**config.mk**
```make
export PLATFORM = sky130hd
export DESIGN_NAME = rs232_tx_arbiter_flat
export DESIGN_NICKNAME = d
export VERILOG_FILES = /design/src/rtl/rs232_tx_arbiter_if.sv /design/src/rtl/rs232_tx_arbiter.sv /design/src/flat_wrapper.sv
export SDC_FILE = /design/constraint.sdc
export NUM_CORES = 1
export LEC_CHECK = 0
export ABC_AREA = 0
export CAP_MARGIN = 20
export CORE_ASPECT_RATIO = 1.1
export CORE_MARGIN = 2
export CORE_UTILIZATION = 30
export DETAILED_ROUTE_END_ITERATION = 12
export GPL_ROUTABILITY_DRIVEN = 0
export SETUP_SLACK_MARGIN = 0.02
export SLEW_MARGIN = 20
export SYNTH_ARGS = -nofsm -noshare
export SYNTH_HDL_FRONTEND = slang
export SYNTH_SLANG_ARGS = --single-unit
```
**constraint.sdc**
```tcl
create_clock -name clk -period 2.01 [get_ports clk]
set_clock_uncertainty 0.1 [all_clocks]
set_input_delay 0.402 -clock clk [delete_from_list [all_inputs] [get_ports clk]]
set_output_delay 0.402 -clock clk [all_outputs]
set_load 0.005 [all_outputs]
```
**src/rtl/rs232_tx_arbiter_if.sv**
```systemverilog
// rtl/rs232_tx_arbiter_if.sv - requester and transmitter signal bundle for rs232_tx_arbiter
interface rs232_tx_arbiter_if #(
  parameter int N = 4
);
  logic [N-1:0]   req;
  logic [N-1:0]   lock;
  logic [8*N-1:0] data;
  logic [N-1:0]   ack;
  logic [N-1:0]   gnt;
  logic           busy;
  logic           tx_start;
  logic [7:0]     tx_data;
  logic           tx_rdy;

  modport master (
    output req, lock, data, tx_rdy,
    input  ack, gnt, busy, tx_start, tx_data
  );

  modport slave (
    input  req, lock, data, tx_rdy,
    output ack, gnt, busy, tx_start, tx_data
  );
endinterface

```
**src/rtl/rs232_tx_arbiter.sv**
```systemverilog
// rtl/rs232_tx_arbiter.sv - round-robin arbiter sharing one RS232 byte transmitter among N requesters
// Owners may lock the channel across bytes; an idle lock is dropped after HOLD_MAX cycles.
module rs232_tx_arbiter #(
  parameter int N        = 4,
  parameter int HOLD_MAX = 4096
) (
  input  logic              clk,
  input  logic              rst,
  rs232_tx_arbiter_if.slave bus
);
  localparam int IW = $clog2(N);
  localparam int CW = $clog2(HOLD_MAX + 1);

  typedef enum logic [2:0] {IDLE, LOAD, GUARD, WAIT, HOLD} state_t;

  state_t         state_q, state_d;
  logic [IW-1:0]  ptr_q, ptr_d;
  logic [IW-1:0]  owner_q, owner_d;
  logic [CW-1:0]  hold_q, hold_d;
  logic [N-1:0]   gnt_q, gnt_d;
  logic [N-1:0]   ack_q, ack_d;
  logic           busy_q, busy_d;
  logic           tx_start_q, tx_start_d;
  logic [7:0]     tx_data_q, tx_data_d;

  logic [2*N-1:0] req_dbl;
  logic [N-1:0]   req_rot;
  logic [IW:0]    pick_sum;
  logic [IW-1:0]  pick;
  logic           found;
  logic           release_now;

  // Rotate req so bit 0 is the pointer position; the lowest set bit is the winner.
  always_comb begin
    req_dbl  = {bus.req, bus.req} >> ptr_q;
    req_rot  = req_dbl[N-1:0];
    found    = |req_rot;
    pick_sum = '0;
    for (int k = N - 1; k >= 0; k--) begin
      if (req_rot[k]) pick_sum = (IW+1)'(k);
    end
    pick_sum = pick_sum + {1'b0, ptr_q};
    if (pick_sum >= (IW+1)'(N)) pick_sum = pick_sum - (IW+1)'(N);
    pick = pick_sum[IW-1:0];
  end

  always_comb begin
    state_d     = state_q;
    ptr_d       = ptr_q;
    owner_d     = owner_q;
    hold_d      = hold_q;
    gnt_d       = gnt_q;
    ack_d       = '0;
    tx_start_d  = 1'b0;
    tx_data_d   = tx_data_q;
    release_now = 1'b0;

    case (state_q)
      IDLE: begin
        if (found) begin
          owner_d = pick;
          gnt_d   = {{(N-1){1'b0}}, 1'b1} << pick;
          state_d = LOAD;
        end
      end
      LOAD: begin
        if (!bus.req[owner_q]) begin
          release_now = 1'b1;
        end else if (bus.tx_rdy) begin
          tx_data_d  = bus.data[{owner_q, 3'b000} +: 8];
          tx_start_d = 1'b1;
          ack_d      = {{(N-1){1'b0}}, 1'b1} << owner_q;
          state_d    = GUARD;
        end
      end
      // Transmitter drops tx_rdy one cycle after start; skip that stale high.
      GUARD: state_d = WAIT;
      WAIT: begin
        if (bus.tx_rdy) begin
          if (bus.lock[owner_q] && bus.req[owner_q]) begin
            state_d = LOAD;
          end else if (bus.lock[owner_q]) begin
            hold_d  = '0;
            state_d = HOLD;
          end else begin
            release_now = 1'b1;
          end
        end
      end
      HOLD: begin
        if (bus.req[owner_q]) begin
          state_d = LOAD;
        end else if (!bus.lock[owner_q] || hold_q == CW'(HOLD_MAX - 1)) begin
          release_now = 1'b1;
        end else begin
          hold_d = hold_q + 1'b1;
        end
      end
      default: state_d = IDLE;
    endcase

    if (release_now) begin
      gnt_d   = '0;
      ptr_d   = (owner_q == IW'(N - 1)) ? '0 : owner_q + 1'b1;
      state_d = IDLE;
    end
    busy_d = |gnt_d;
  end

  always_ff @(posedge clk or posedge rst) begin
    if (rst) begin
      state_q    <= IDLE;
      ptr_q      <= '0;
      owner_q    <= '0;
      hold_q     <= '0;
      gnt_q      <= '0;
      ack_q      <= '0;
      busy_q     <= 1'b0;
      tx_start_q <= 1'b0;
      tx_data_q  <= '0;
    end else begin
      state_q    <= state_d;
      ptr_q      <= ptr_d;
      owner_q    <= owner_d;
      hold_q     <= hold_d;
      gnt_q      <= gnt_d;
      ack_q      <= ack_d;
      busy_q     <= busy_d;
      tx_start_q <= tx_start_d;
      tx_data_q  <= tx_data_d;
    end
  end

  assign bus.gnt      = gnt_q;
  assign bus.ack      = ack_q;
  assign bus.busy     = busy_q;
  assign bus.tx_start = tx_start_q;
  assign bus.tx_data  = tx_data_q;
endmodule
```
**src/flat_wrapper.sv**
```systemverilog
// flat-port wrapper written by rule: the top's interface ports become plain ports
module rs232_tx_arbiter_flat 
#(
  parameter int N        = 4,
  parameter int HOLD_MAX = 4096
)
  (clk, rst, bus_req, bus_lock, bus_data, bus_tx_rdy, bus_ack, bus_gnt, bus_busy, bus_tx_start, bus_tx_data);
  rs232_tx_arbiter_if #(.N(N)) bus_i ();
  input  logic clk;
  input  logic rst;
  input wire logic [$bits(bus_i.req)-1:0] bus_req;
  input wire logic [$bits(bus_i.lock)-1:0] bus_lock;
  input wire logic [$bits(bus_i.data)-1:0] bus_data;
  input wire logic [$bits(bus_i.tx_rdy)-1:0] bus_tx_rdy;
  output wire logic [$bits(bus_i.ack)-1:0] bus_ack;
  output wire logic [$bits(bus_i.gnt)-1:0] bus_gnt;
  output wire logic [$bits(bus_i.busy)-1:0] bus_busy;
  output wire logic [$bits(bus_i.tx_start)-1:0] bus_tx_start;
  output wire logic [$bits(bus_i.tx_data)-1:0] bus_tx_data;
  assign bus_i.req = bus_req;
  assign bus_i.lock = bus_lock;
  assign bus_i.data = bus_data;
  assign bus_i.tx_rdy = bus_tx_rdy;
  assign bus_ack = bus_i.ack;
  assign bus_gnt = bus_i.gnt;
  assign bus_busy = bus_i.busy;
  assign bus_tx_start = bus_i.tx_start;
  assign bus_tx_data = bus_i.tx_data;
  rs232_tx_arbiter #(.N(N), .HOLD_MAX(HOLD_MAX)) u_core (.clk(clk), .rst(rst), .bus(bus_i));
endmodule
```
# After elaboration in Yosys (flattened, before gate mapping)
# Index checks and enable logic that the tools add are counted.
classes:
  magnitude_cmp: 2
  add_sub_neg: 4
  eq_ne: 17
  n_reduce_logical: 11
  shifts: 4
  mux: 41
ops:
  columns: ["cell", "n"]
  rows:
  - ["13-bit two-way mux", 5]
  - ["32-bit by 6-bit variable part select with 8-bit output", 1]
  - ["13-bit case mux with 2 select lines", 1]
  - ["3-bit two-way mux", 8]
  - ["4-bit two-way mux", 6]
  - ["3-bit case mux with 5 select lines", 1]
  - ["13-bit by 1-bit adder with 13-bit output (second input constant)", 1]
  - ["13-bit by 12-bit equality test with 1-bit output (second input constant)", 1]
  - ["2-bit two-way mux", 6]
  - ["6-bit AND reduction", 2]
  - ["1-bit two-way mux", 11]
  - ["3-bit by 1-bit != test with 1-bit output (second input constant)", 3]
  - ["2-bit != test (second input constant)", 4]
  - ["4-bit OR reduction", 2]
  - ["1-bit by 2-bit left shift with 4-bit output (first input constant)", 2]
  - ["8-bit by 2-bit >> shifter with 4-bit output", 1]
  - ["3-bit by 2-bit equality test with 1-bit output (second input constant)", 2]
  - ["3-bit by 2-bit != test with 1-bit output (second input constant)", 2]
  - ["1-bit binary-select mux with 2-bit select", 2]
  - ["4-bit by 1-bit != test with 1-bit output (second input constant)", 1]
  - ["2-bit by 2-bit adder with 3-bit output", 1]
  - ["3-bit by 1-bit equality test with 1-bit output (second input constant)", 1]
  - ["3-bit equality test (second input constant)", 1]
  - ["3-bit greater-or-equal comparator (second input constant)", 1]
  - ["other kinds (13)", 13]
word_totals:
  output_inout_bits: 18
  inputBits: 43
  wordCells: 88
  ff_bits: 38

# Depth between registers and ports, before layout
depth:
  depth_word: 13
  ltp_mapped: 11
  depth_no_buf: 11

# Worst setup path before layout
# Ideal clock, no wire load.
synth_timing:
  path_type: "reg-to-reg"
  start: "register u_core.hold_q[0]"
  end: "register u_core.ptr_q[0]"
  path_buffers: 0
  synth_period_minus_slack_ns: 2.229
  arrival_ns: 2.004
  setup_ns: 0.125
  stages_incl_launch_ff: 7
  t_required_ns: 1.785
  setup_slack_ns: -0.219
  cell_sequence: "dfrtp_1 -> ha_1 -> nand3_1 -> or4_1 -> a211o_1 -> o211ai_2 -> mux2_4"
synth_via:
  elab_chain_cells: 5
synth_rtl:
  columns: ["item", "line_no", "text"]
  rows:
  - ["start: declaration", "rs232_tx_arbiter.sv:19", "logic [CW-1:0] hold_q, hold_d;"]
  - ["start signal: assignment", "rs232_tx_arbiter.sv:125", "hold_q <= hold_d;"]
  - ["13-bit by 12-bit equality test with 1-bit output", "rs232_tx_arbiter.sv:93", "end else if (!bus.lock[owner_q] || hold_q == CW'(HOLD_MAX - 1)) begin"]
  - ["1-bit logical OR", "rs232_tx_arbiter.sv:93", null]
  - ["1-bit two-way mux", "rs232_tx_arbiter.sv:93", null]
  - ["1-bit two-way mux", "rs232_tx_arbiter.sv:91", "if (bus.req[owner_q]) begin"]
  - ["1-bit case mux with 3 select lines", "rs232_tx_arbiter.sv:58", "case (state_q)"]
  - ["end signal: assignment", "rs232_tx_arbiter.sv:123", "ptr_q <= ptr_d;"]
  - ["end: declaration", "rs232_tx_arbiter.sv:17", "logic [IW-1:0] ptr_q, ptr_d;"]
# Every way passes these cells.
# A chain may end at the register's enable or synchronous reset.

# Worst setup path in the final report
layout_timing:
  start: "register u_core.hold_q[1]"
  end: "register u_core.ptr_q[0]"
# The elaborated chain is that of the path after synthesis.

==> flow_summary.yaml <==
cts:
  clock_latency_ps: 290
  clock-sinks: 38
  cts_root_buf: "clkbuf_8"
  clkTransAtPathRegs_ps: 80
  cts_hold_buffers: 0
  cts_tree: "yes"
  cts_htree_levels: 2
  cts_buffers: 5
  max-clock-path-buffers: 2
power:
  power.density_mw_per_mm2: 1180
  vdd_ir_drop_max_mv: 0.680
  leakage_nw: 1.60
sta:
  fin_crit_ps: 2150
  rsz0062_at_grt: "true"
  hold_viol: 0
  timing.fmax_mhz: 465
  slew_headroom_pct: 67.0
  worstMarginPinSlew_ps: 491
  fin_ws_ps: -139
  min_period_over_period_pct: 107
  finalSetupTns_ps: -700
  final-setup-viol-count: 16
  drv_slew: 0
run_status:
  status: "finished with violations"
  violations: "setup timing"
synthesis:
  synth_area_leaders: "dfrtp_1 (41%), mux4_2 (8.8%), mux2_2 (4.4%)"
  syn-instance-count: 213
  syn-num-nets: 262
  ys.flop_type: "dfrtp_1"
  yosys.area.top_type: "dfrtp_1"
  synth_seq_cells: 38
  syn_area_mm2: 0.00230
  synth_warnings: 0
  avgSynthCellArea_um2: 10.8
  synth_top_area_share_pct: 41.4
  synth_cell_types: 51
  seq_area_frac_synth_pct: 41.4
  synth-edff-count: 0
  async_flop_share_pct: 100
layout:
  finalNetCount: 372
  seqCellArea_um2: 953
  utilization_pct: 51.3
  multi_input_area_mm2: 0.00154
  num_antenna_cells: 0
  syn_to_final_growth_pct: 66.0
  final_common_cell: "clkdlybuf4s50_1"
  layout_common_cells: "clkdlybuf4s50_1 (55), buf_4 (46), dfrtp_1 (36)"
  fill_cells: 672
  layout-drive-gt1-share_pct: 40.1
setup_path:
  crit_arrival_ps: 2230
  cp_cell_sequence: "ha_2 -> nand3_2 -> or4_4 -> a211o_1 -> o211ai_4 -> mux2_4"
  path_max_fanout: 3
  max_stage_delay_ps: 510
  crit_path_end_kind: "flop"
  crit_required_ps: 2090
  crit_type: "flop to flop"
  crit_slowest_cell: "or4_4"
  critPathLaunchType: "flop"
routing:
  drt_iter0_drc: 58
  drc: 0
  vias_per_cell: 5.08
  wl_um: 6350
  vias: 2086
  wl_per_cell_um: 15.5
  postRouteAntennaNets: 0
  first_pass_iters: 4
floorplan:
  die_w_um: 87.4
  die_area_mm2: 0.00837
  ios: 61
  placeableCoreArea_mm2: 0.00743
  rows: 33
  start_util_pct: 30.9
  die_y_um: 95.8
grt:
  antenna_found_initial: 0
  grt_overflow_total: 0
  grt_max_degree: 39
  grt_util_all_layers_pct: 15.5
  grt_pass1_wl_um: 10100
  grt_pass1_vias: 2111
placed_design:
  dpl.hpwl_um: 4470
  io_buffer_count: 60
  place_ws_ps: -632
worst_hold_path:
  hold_path.class: "input pin to asynchronous set/reset pin"
run:
  maxCapViolations: 0
-- final timing paths --
kind | start | to | slack (ps) | depth (start not counted)
max | u_core.hold_q[1] | u_core.ptr_q[0] | -140 | 6
min | rst | u_core.bus.tx_data[1] | 370 | 3
max reg2reg | u_core.hold_q[1] | u_core.ptr_q[0] | -140 | 6
min reg2reg | u_core.bus.tx_data[6] | u_core.bus.tx_data[6] | 410 | 1
max in group asynchronous | rst | u_core.ptr_q[0] | 1240 | 3
min in group clk | u_core.bus.tx_data[6] | u_core.bus.tx_data[6] | 410 | 1
-- registers in the layout (all words and copies together), names as in the netlist --
signal and flops:
u_core.bus.gnt 4, u_core.hold_q 13, u_core.ptr_q 2, u_core.bus.tx_data 8
u_core.bus.tx_start 1, u_core.state_q 3, u_core.owner_q 2, u_core.bus.busy 1
u_core.bus.ack 4
-- power breakdown --
part	total [W]	switching (W)	leakage, nW	internal, W
Sequential	0.00120	0.000173	0.492	0.00103
Combinational	0.00273	0.00116	1.06	0.00157
Clock	0.000553	0.000277	0.0472	0.000276
-- synth_stat cells (all sizes together), types with 3 or more instances --
library cell / number
ha: 6
nand4: 5
a21oi: 8
clkbuf: 6
mux2i: 7
xnor2: 8
dfrtp: 38
nor3: 4
nor4: 8
nand2: 19
and2: 4
nor3b: 3
nand3: 9
o21ai: 5
inv: 6
nor2: 21
mux2: 12
mux4: 10
buf: 6
-- metrics by stage --
stage	instance area (um2)	instances	power [W]	hold slack, ps
2_1_floorplan	2370	213	0.00250	383
3_3_place_gp	3330	389	0.00341	382
3_5_place_dp	3330	389	0.00345	386
4_1_cts	3610	404	0.00424	373
5_1_grt	3810	411	0.00480	390
6_report	3810	411	0.00449	367
-- final cells by class --
type | count | share of cell area, %
multi-input combinational | 157 | 40.3
tap | 87 | 2.86
sequential | 38 | 25.0
clock buffer | 6 | 2.17
timing repair buffer | 115 | 28.7
clock inverter | 2 | 0.328
inverter | 6 | 0.591
-- per-layer routing --
metal / part of all wire (%) / up-vias / track usage (%) / wire length, um
met5: 0 / - / 0 / 0
met4: 2.8 / 0 / 5.38 / 176
met3: 2.5 / 15 / 3.26 / 157
met2: 55 / 38 / 28.1 / 3470
met1: 40 / 1038 / 17.9 / 2550
li1: - / 995 / - / -
-- logic make-up after synthesis --
family,synth area share [%]
buffers and inverters,3.76
AND/OR/NAND/NOR,22.1
AO/OA/AOI/OAI,6.87
multiplexers,19.2
flip-flops,41.4
XOR/XNOR,3.43
adder cells (fa/ha/maj),3.27
-- critical path, delay by kind of cell, from the launching register on --
| family | cells | cell delay [ps] |
|---|---|---|
| and+or+nand+nor | 2 | 600 |
| DFF | 1 | 360 |
| AOI/OAI and AO/OA | 2 | 460 |
| muxes | 1 | 320 |
| adders and majority gates | 1 | 190 |
-- what timing repair did --
item	4_1_cts	5_1_grt
gates cloned	0	1
setup buffers	7	7
setup endpoints to repair	36	35
pin swaps	8	28
resized for setup	26	30
Note: power is estimated with default switching activity, not from simulation.
